--- src/rtl/temp_sensor_target_if.sv ---
// Purpose: bus-side signal bundle of the temperature-sensor target (two-wire bus plus sensor word and status).
// Latency: none; this is wiring only.
// Backpressure: none; the bus is clocked by the initiator and the target only acknowledges or releases SDA.
interface temp_sensor_target_if;
  logic        scl;
  logic        sda_in;
  logic        sda_oe;
  logic [15:0] temp_data;
  logic        busy;
  logic        rd_done;

  // initiator / environment side
  modport master (
    output scl,
    output sda_in,
    output temp_data,
    input  sda_oe,
    input  busy,
    input  rd_done
  );

  // target side
  modport slave (
    input  scl,
    input  sda_in,
    input  temp_data,
    output sda_oe,
    output busy,
    output rd_done
  );
endinterface

--- src/rtl/temp_sensor_target.sv ---
// Purpose: read-only two-wire bus target that returns a 16-bit temperature word, MSB first, streaming while ACKed.
// Latency: SYNC_STAGES+1 clk from a bus edge to its detection; SDA drive updates one clk after a detected SCL fall.
// Backpressure: none; the initiator paces every bit through SCL and ends a read by NACK and STOP.
module temp_sensor_target #(
  parameter logic [6:0] DEV_ADDR    = 7'b1001000,
  parameter int         SYNC_STAGES = 2            // legal range 2..3
) (
  input  logic                 clk,
  input  logic                 reset,
  temp_sensor_target_if.slave  bus
);

  typedef enum logic [2:0] {
    IDLE,
    ADDR,
    ACK_ADDR,
    TX_MSB,
    ACK_MSB,
    TX_LSB,
    ACK_LSB,
    WAIT_STOP
  } state_t;

  // synchronizers and edge detection
  logic [SYNC_STAGES-1:0] scl_sync;
  logic [SYNC_STAGES-1:0] sda_sync;
  logic                   scl_prev;
  logic                   sda_prev;
  logic                   scl_s;
  logic                   sda_s;
  logic                   scl_rise;
  logic                   scl_fall;
  logic                   start_det;
  logic                   stop_det;

  // transaction state
  state_t      state;
  state_t      state_nxt;
  logic [3:0]  bit_cnt;
  logic [3:0]  bit_cnt_nxt;
  logic [7:0]  shift;
  logic [7:0]  shift_nxt;
  logic [15:0] shadow;
  logic [15:0] shadow_nxt;
  logic        sda_oe_q;
  logic        sda_oe_nxt;
  logic        busy_q;
  logic        busy_nxt;
  logic        rd_done_q;
  logic        rd_done_nxt;

  // datapath helpers
  logic [7:0]  addr_byte;
  logic        addr_match;
  logic [3:0]  tx_idx;
  logic        tx_bit;

  // Bring SCL/SDA into the clk domain; flops idle high like a released bus.
  always_ff @(posedge clk or negedge reset) begin
    if (!reset) begin
      scl_sync <= '1;
      sda_sync <= '1;
      scl_prev <= 1'b1;
      sda_prev <= 1'b1;
    end else begin
      scl_sync <= {scl_sync[SYNC_STAGES-2:0], bus.scl};
      sda_sync <= {sda_sync[SYNC_STAGES-2:0], bus.sda_in};
      scl_prev <= scl_sync[SYNC_STAGES-1];
      sda_prev <= sda_sync[SYNC_STAGES-1];
    end
  end

  assign scl_s     = scl_sync[SYNC_STAGES-1];
  assign sda_s     = sda_sync[SYNC_STAGES-1];
  assign scl_rise  =  scl_s & ~scl_prev;
  assign scl_fall  = ~scl_s &  scl_prev;
  // SDA may only move while SCL is high at START/STOP boundaries.
  assign start_det = scl_s &  sda_prev & ~sda_s;
  assign stop_det  = scl_s & ~sda_prev &  sda_s;

  // The byte as it will look once the bit on this SCL rise is shifted in.
  assign addr_byte  = {shift[6:0], sda_s};
  assign addr_match = (addr_byte[7:1] == DEV_ADDR) && addr_byte[0];

  // TX_MSB walks shadow[15:8], TX_LSB walks shadow[7:0]; 7-bit_cnt is ~bit_cnt[2:0].
  assign tx_idx = {(state == TX_MSB), ~bit_cnt[2:0]};
  assign tx_bit = shadow[tx_idx];

  // State and datapath registers; reset releases SDA immediately.
  always_ff @(posedge clk or negedge reset) begin
    if (!reset) begin
      state     <= IDLE;
      bit_cnt   <= '0;
      shift     <= '0;
      shadow    <= '0;
      sda_oe_q  <= 1'b0;
      busy_q    <= 1'b0;
      rd_done_q <= 1'b0;
    end else begin
      state     <= state_nxt;
      bit_cnt   <= bit_cnt_nxt;
      shift     <= shift_nxt;
      shadow    <= shadow_nxt;
      sda_oe_q  <= sda_oe_nxt;
      busy_q    <= busy_nxt;
      rd_done_q <= rd_done_nxt;
    end
  end

  // Next-state and output logic; START/STOP outrank any SCL edge seen in the same cycle.
  always_comb begin
    state_nxt   = state;
    bit_cnt_nxt = bit_cnt;
    shift_nxt   = shift;
    shadow_nxt  = shadow;
    sda_oe_nxt  = sda_oe_q;
    busy_nxt    = busy_q;
    rd_done_nxt = 1'b0;

    if (stop_det) begin
      state_nxt   = IDLE;
      bit_cnt_nxt = '0;
      sda_oe_nxt  = 1'b0;
      busy_nxt    = 1'b0;
    end else if (start_det) begin
      // also covers repeated START in the middle of a read
      state_nxt   = ADDR;
      bit_cnt_nxt = '0;
      sda_oe_nxt  = 1'b0;
      busy_nxt    = 1'b0;
    end else begin
      case (state)
        ADDR: begin
          if (scl_rise) begin
            shift_nxt = addr_byte;
            if (bit_cnt == 4'd7) begin
              bit_cnt_nxt = '0;
              if (addr_match) begin
                state_nxt  = ACK_ADDR;
                shadow_nxt = bus.temp_data;
                busy_nxt   = 1'b1;
              end else begin
                // foreign address or write: never touch SDA, just wait it out
                state_nxt = WAIT_STOP;
              end
            end else begin
              bit_cnt_nxt = bit_cnt + 4'd1;
            end
          end
        end

        ACK_ADDR: begin
          // first fall starts the ACK low; second fall ends it and puts out shadow[15]
          if (scl_fall) begin
            if (bit_cnt == 4'd0) begin
              sda_oe_nxt  = 1'b1;
              bit_cnt_nxt = 4'd1;
            end else begin
              state_nxt   = TX_MSB;
              sda_oe_nxt  = ~shadow[15];
              bit_cnt_nxt = 4'd1;
            end
          end
        end

        TX_MSB, TX_LSB: begin
          // bit_cnt counts bits already placed on SDA in this byte
          if (scl_fall) begin
            if (bit_cnt == 4'd8) begin
              sda_oe_nxt  = 1'b0;
              bit_cnt_nxt = '0;
              state_nxt   = (state == TX_MSB) ? ACK_MSB : ACK_LSB;
            end else begin
              sda_oe_nxt  = ~tx_bit;
              bit_cnt_nxt = bit_cnt + 4'd1;
            end
          end
        end

        ACK_MSB: begin
          sda_oe_nxt = 1'b0;
          if (scl_rise) begin
            bit_cnt_nxt = '0;
            if (!sda_s) begin
              state_nxt = TX_LSB;
            end else begin
              state_nxt = WAIT_STOP;
              busy_nxt  = 1'b0;
            end
          end
        end

        ACK_LSB: begin
          sda_oe_nxt = 1'b0;
          if (scl_rise) begin
            rd_done_nxt = 1'b1;
            bit_cnt_nxt = '0;
            if (!sda_s) begin
              // initiator wants more: take a fresh sample for the next word
              shadow_nxt = bus.temp_data;
              state_nxt  = TX_MSB;
            end else begin
              state_nxt = WAIT_STOP;
              busy_nxt  = 1'b0;
            end
          end
        end

        WAIT_STOP: begin
          sda_oe_nxt = 1'b0;
          busy_nxt   = 1'b0;
        end

        default: begin
          // IDLE: only a START (handled above) moves us on
          sda_oe_nxt = 1'b0;
          busy_nxt   = 1'b0;
        end
      endcase
    end
  end

  assign bus.sda_oe  = sda_oe_q;
  assign bus.busy    = busy_q;
  assign bus.rd_done = rd_done_q;

endmodule

--- src/flat_wrapper.sv ---
// flat-port wrapper written by rule: the top's interface ports become plain ports
module temp_sensor_target_flat 
#(
  parameter logic [6:0] DEV_ADDR    = 7'b1001000,
  parameter int         SYNC_STAGES = 2                               
)
  (clk, reset, bus_scl, bus_sda_in, bus_temp_data, bus_sda_oe, bus_busy, bus_rd_done);
  temp_sensor_target_if bus_i ();
  input  logic clk;
  input  logic reset;
  input wire logic [$bits(bus_i.scl)-1:0] bus_scl;
  input wire logic [$bits(bus_i.sda_in)-1:0] bus_sda_in;
  input wire logic [$bits(bus_i.temp_data)-1:0] bus_temp_data;
  output wire logic [$bits(bus_i.sda_oe)-1:0] bus_sda_oe;
  output wire logic [$bits(bus_i.busy)-1:0] bus_busy;
  output wire logic [$bits(bus_i.rd_done)-1:0] bus_rd_done;
  assign bus_i.scl = bus_scl;
  assign bus_i.sda_in = bus_sda_in;
  assign bus_i.temp_data = bus_temp_data;
  assign bus_sda_oe = bus_i.sda_oe;
  assign bus_busy = bus_i.busy;
  assign bus_rd_done = bus_i.rd_done;
  temp_sensor_target #(.DEV_ADDR(DEV_ADDR), .SYNC_STAGES(SYNC_STAGES)) u_core (.clk(clk), .reset(reset), .bus(bus_i));
endmodule
--- config.mk ---
export PLATFORM = sky130hd
export DESIGN_NAME = temp_sensor_target_flat
export DESIGN_NICKNAME = d
export VERILOG_FILES = /design/src/rtl/temp_sensor_target_if.sv /design/src/rtl/temp_sensor_target.sv /design/src/flat_wrapper.sv
export SDC_FILE = /design/constraint.sdc
export NUM_CORES = 1
export LEC_CHECK = 0
export CORE_AREA = 5 5 93 95
export DETAILED_ROUTE_END_ITERATION = 10
export DIE_AREA = 0 0 98 100
export GPL_TIMING_DRIVEN = 0
export HOLD_SLACK_MARGIN = 0.03
export PLACE_DENSITY_LB_ADDON = 0.05
export SETUP_SLACK_MARGIN = 0.5
export SLEW_MARGIN = 40
export SYNTH_ARGS = -nofsm -noshare
export SYNTH_HDL_FRONTEND = slang
export SYNTH_SLANG_ARGS = --single-unit
--- constraint.sdc ---
create_clock -name clk -period 2.5 [get_ports clk]
set_input_delay 0.5 -clock clk [delete_from_list [all_inputs] [get_ports clk]]
set_output_delay 0.5 -clock clk [all_outputs]
set_load 0.01 [all_outputs]
Word level (Yosys, flattened, before mapping) --
Index checks and enable logic that the tools add are counted. Widths: inputs -> output; s select.
Word-level totals: input port bits 20, word-level logic and storage cells 120, output and inout bits 3, register bits after elaboration 39
Cells by class: mux-type cells 51, $add $sub $neg 1, equality and inequality tests 27, bitwise operators 15, reductions and logical operators 14, $lt $le $gt $ge 1
Operators with widths (count):
- $mux 16 | 5
- $ne 4x1->1 const B | 10
- $mux 3 | 12
- $mux 4 | 8
- $pmux 16 s2 | 1
- $mux 1 | 18
- $pmux 4 s4 | 1
- $pmux 3 s5 | 1
- $eq 3x3->1 const B | 3
- $reduce_and 9->1 | 1
- $ne 2x1->1 const B | 4
- $not 1->1 | 8
- $reduce_and 8->1 | 1
- $eq 7x7->1 const B | 1
- $reduce_bool 7->1 | 1
- $and 1x1->1 | 6
- $eq 3x2->1 const B | 2
- $ne 3x1->1 const B | 2
- $pmux 1 s3 | 2
- $reduce_and 6->1 | 1
- $reduce_bool 6->1 | 1
- $lt 4x5->1 const B | 1
- $reduce_and 5->1 | 1
- $add 4x1->4 const B | 1
- 15 further kinds | 17

Depth between registers and ports, before layout --
word-level depth 9, mapped depth 8, depth with buffers taken out 7

Worst setup path after synthesis --
OpenSTA, ideal clock, no wires.
path kind flip-flop to flip-flop, start point register u_core.sda_sync[1], end point register u_core.shadow[0], setup time 127 ps, arrival 1959 ps, stages on the path, launching flop included 7, clock period less this slack 2086 ps, path slack 414 ps, buffers on the path 2, cells stage by stage dfstp_2 -> buf_2 -> nor4b_2 -> nand2_1 -> a211oi_4 -> buf_6 -> mux2_1
On the way: cells in the longest elaborated chain, start to end 4, elaborated cells between the ends (all ways) 9
RTL lines:
- start: declaration | RTL line temp_sensor_target.sv:26 | logic [SYNC_STAGES-1:0] sda_sync;
- start signal: assignment | RTL line temp_sensor_target.sv:67 | sda_sync <= {sda_sync[SYNC_STAGES-2:0], bus.sda_in};
- $not 1->1 | RTL line temp_sensor_target.sv:78 | assign start_det = scl_s & sda_prev & ~sda_s;
- $and 1x1->1 | RTL line temp_sensor_target.sv:78
- $not 1->1 (no source line)
- $reduce_and 8->1 (no source line) (*)
- end signal: assignment | RTL line temp_sensor_target.sv:103 | shadow <= shadow_nxt;
- end: declaration | RTL line temp_sensor_target.sv:43 | logic [15:0] shadow;
Every way passes the cells marked *; elsewhere a longest branch is shown, timed or not. A chain may end at the register's enable or synchronous reset.

Worst setup path in the final report --
start point register u_core.sda_sync[1], end point register u_core.shadow[2]
The elaborated chain is that of the path after synthesis.

==> impl_metrics.py <==
metrics = {
    "status": {
        "outcome": "finished clean",
    },
    "power": {
        "ir_drop_v": 0.000341,
        "leakagePower_nw": 1.20,
        "powerDensity_mw_per_mm2": 937,
    },
    "logic_synthesis": {
        "synth_common_cells": "dfrtp_1 (33), mux2_2 (14), o21ai_0 (13)",
        "ys_top_cells_by_area": "dfrtp_1 (40%), dfstp_2 (7.6%), mux2_2 (7.6%), mux2_1 (5.4%), mux4_2 (3.3%)",
        "synthCells": 182,
        "yosys_most_used_dff": "dfrtp_1",
        "synth_area_sq_mm": 0.00207,
        "ys_types": 50,
        "synth_enable_flop_cells": 0,
        "synth_top_area_share_pct": 39.8,
        "synthesis.nets": 204,
        "yosysMostFrequentCell": "dfrtp_1",
        "yosys_warnings": 0,
        "synth_seq_area_share_pct": 47.4,
        "synth-seq-cells": 39,
        "synth_top_area_cell": "dfrtp_1",
        "synthArstFlopShare_pct": 100,
        "syn_avg_cell_area_sq_um": 11.4,
    },
    "timing": {
        "max_slew_margin_pct": 66.2,
        "setup_viol": 0,
        "period_share_pct": 81.6,
        "clock_skew_ps": 8.01,
        "finalSetupTns_ps": 0,
        "worst_pin_slew_ps": 506,
        "rsz0062_at_grt": "yes",
        "period_needed_ps": 2040,
        "max_freq_ghz": 0.490,
        "drv_slew": 0,
        "hold_viol": 0,
    },
    "global_routing": {
        "grt_pass1_vias": 1721,
        "grt_overflow": 0,
        "grt_max_degree": 40,
        "antenna_found_initial": 0,
        "grt_use_total_pct": 11.3,
        "met1_usage_pct": 15.4,
        "grt_pass1_wl_um": 8760,
        "use_met3_pct": 3.34,
        "grt_util_met2_pct": 17.2,
        "grt_busiest_layer": "met2",
    },
    "place": {
        "post-dp-hpwl_um": 3630,
        "placed_cell_area_sq_mm": 0.00244,
        "place.gp.congestion": 0.847,
        "port_buffers": 22,
    },
    "final_layout": {
        "antenna_cells": 0,
        "area_delta_synth_final_pct": 34.6,
        "fin_nets": 251,
        "postLayoutCellArea_sq_mm": 0.00279,
        "drive_gt1_share_pct": 36.5,
    },
    "floorplan": {
        "die_h_um": 100,
        "dieArea_sq_mm": 0.00980,
        "start_util_pct": 27.1,
        "rows": 32,
        "coreArea_sq_mm": 0.00765,
        "ios": 23,
        "die_width_um": 98,
    },
    "clocking": {
        "clockBufferDepth": 2,
        "cts_made_buffers": 5,
        "cts_num_sinks": 39,
        "cts_tree": "done",
        "clockRootBuffer": "clkbuf_8",
        "h-tree-depth": 2,
        "ctsHoldBuffers": 0,
        "clk_pin_slew_ps": 80,
        "clk_latency_ps": 290,
    },
    "critical_path": {
        "cp.required_ps": 2680,
        "cp.arrival_ps": 2220,
        "worstPathMaxFanout": 5,
        "setup.worst_path.end_class": "flop",
        "critPathLaunchType": "flop",
        "reg2reg_depth": 7,
        "critPathKind": "flop to flop",
    },
    "detailed_routing": {
        "drtIter0Drc": 81,
        "viasPerCell": 4.86,
        "wirelength_um": 5250,
        "drtAntennaViolNets": 0,
        "via_count": 1615,
        "wl_per_cell_um": 15.8,
        "drt_pre_antenna_iters": 4,
        "drcViolationCount": 0,
    },
    "worst_hold_path": {
        "hold_path.class": "input port to async pin",
    },
    "run": {
        "maxCapViolations": 0,
    },
}
worst max-delay path, stage by stage (launching register included):
cell	delay [ps]
dfstp_2	540
buf_6	100
nor4b_4	220
nand2_2	110
a211oi_4	360
buf_6	160
buf_8	120
mux2_4	300
what timing repair did:
item	4_1_cts	5_1_grt
setup endpoints to repair	30	28
pin swaps	2	6
cloned	1	0
resized for setup	15	24
endpoints found under the hold margin	0	0
setup buffers	9	8
sequential cells by signal, summed over array words and instances, names as in the netlist, 2 cells and up:
register and count:
u_core.shadow 16, u_core.shift 7, u_core.bit_cnt 4, u_core.state 3, u_core.scl_sync 2, u_core.sda_sync 2
power breakdown:
part           internal (mW)  switching [mW]
clock network          0.323           0.224
registers              0.767           0.113
logic                  0.565           0.621
total                   1.65           0.958
cells in the final DEF (no fill, tap or decap), types with 8 or more instances in the layout:
cell,netlist,final
nor2_1,8,8
mux2_2,14,13
clkdlybuf4s50_1,0,21
buf_4,1,18
o21ai_0,13,11
dfrtp_1,33,33
nand2_1,11,10
kinds of logic (layout without fill, tap and decap cells):
kind of cell	count (synthesis)	in the layout	synth area share, %
simple gates	51	51	14.2
xor+xnor	1	1	0.423
mux	30	30	17.7
buf+inv	16	64	3.56
compound gates	43	43	15.4
flops	39	39	47.4
fa+ha+maj	2	2	1.21
worst paths after layout:
kind	from	end	slack (ps)
setup / recovery	u_core.sda_sync[1]	u_core.shadow[2]	460
hold / removal	reset	u_core.shadow[12]	160
setup reg to reg	u_core.sda_sync[1]	u_core.shadow[2]	460
hold reg to reg	u_core.sda_sync[0]	u_core.sda_sync[1]	360
max in group asynchronous	reset	u_core.sda_sync[0]	1960
min in group clk	u_core.sda_sync[0]	u_core.sda_sync[1]	360
layout make-up:
cell class	count	area (sq um)
clock inverter	2	35.0
fill	755	4860
sequential	39	983
multi-input combinational	127	1100
tap	102	128
clock buffer	6	82.6
buffer	11	83.8
inverter	5	18.8
timing repair buffer	40	360
through the flow:
| stage | power (mW) | hold slack [ps] | setup slack, ps | std cells | util [%] |
|---|---|---|---|---|---|
| after floorplan | 1.56 | 204 | 523 | 182 | - |
| after global placement | 1.85 | 347 | -40.4 | 306 | 31.8 |
| after global routing | 2.78 | 203 | 409 | 332 | 36.5 |
| after CTS | 2.49 | 180 | 438 | 324 | 35.0 |
| after detailed placement | 1.87 | 347 | 211 | 306 | 31.9 |
| final | 2.61 | 161 | 459 | 332 | 36.5 |
routing by layer:
layer | vias up | routed length [um]
li1 | 770 | -
met1 | 799 | 2660
met2 | 35 | 2330
met3 | 11 | 185
met4 | 0 | 75
met5 | - | 0
Note: power is estimated with default switching activity, not from simulation.
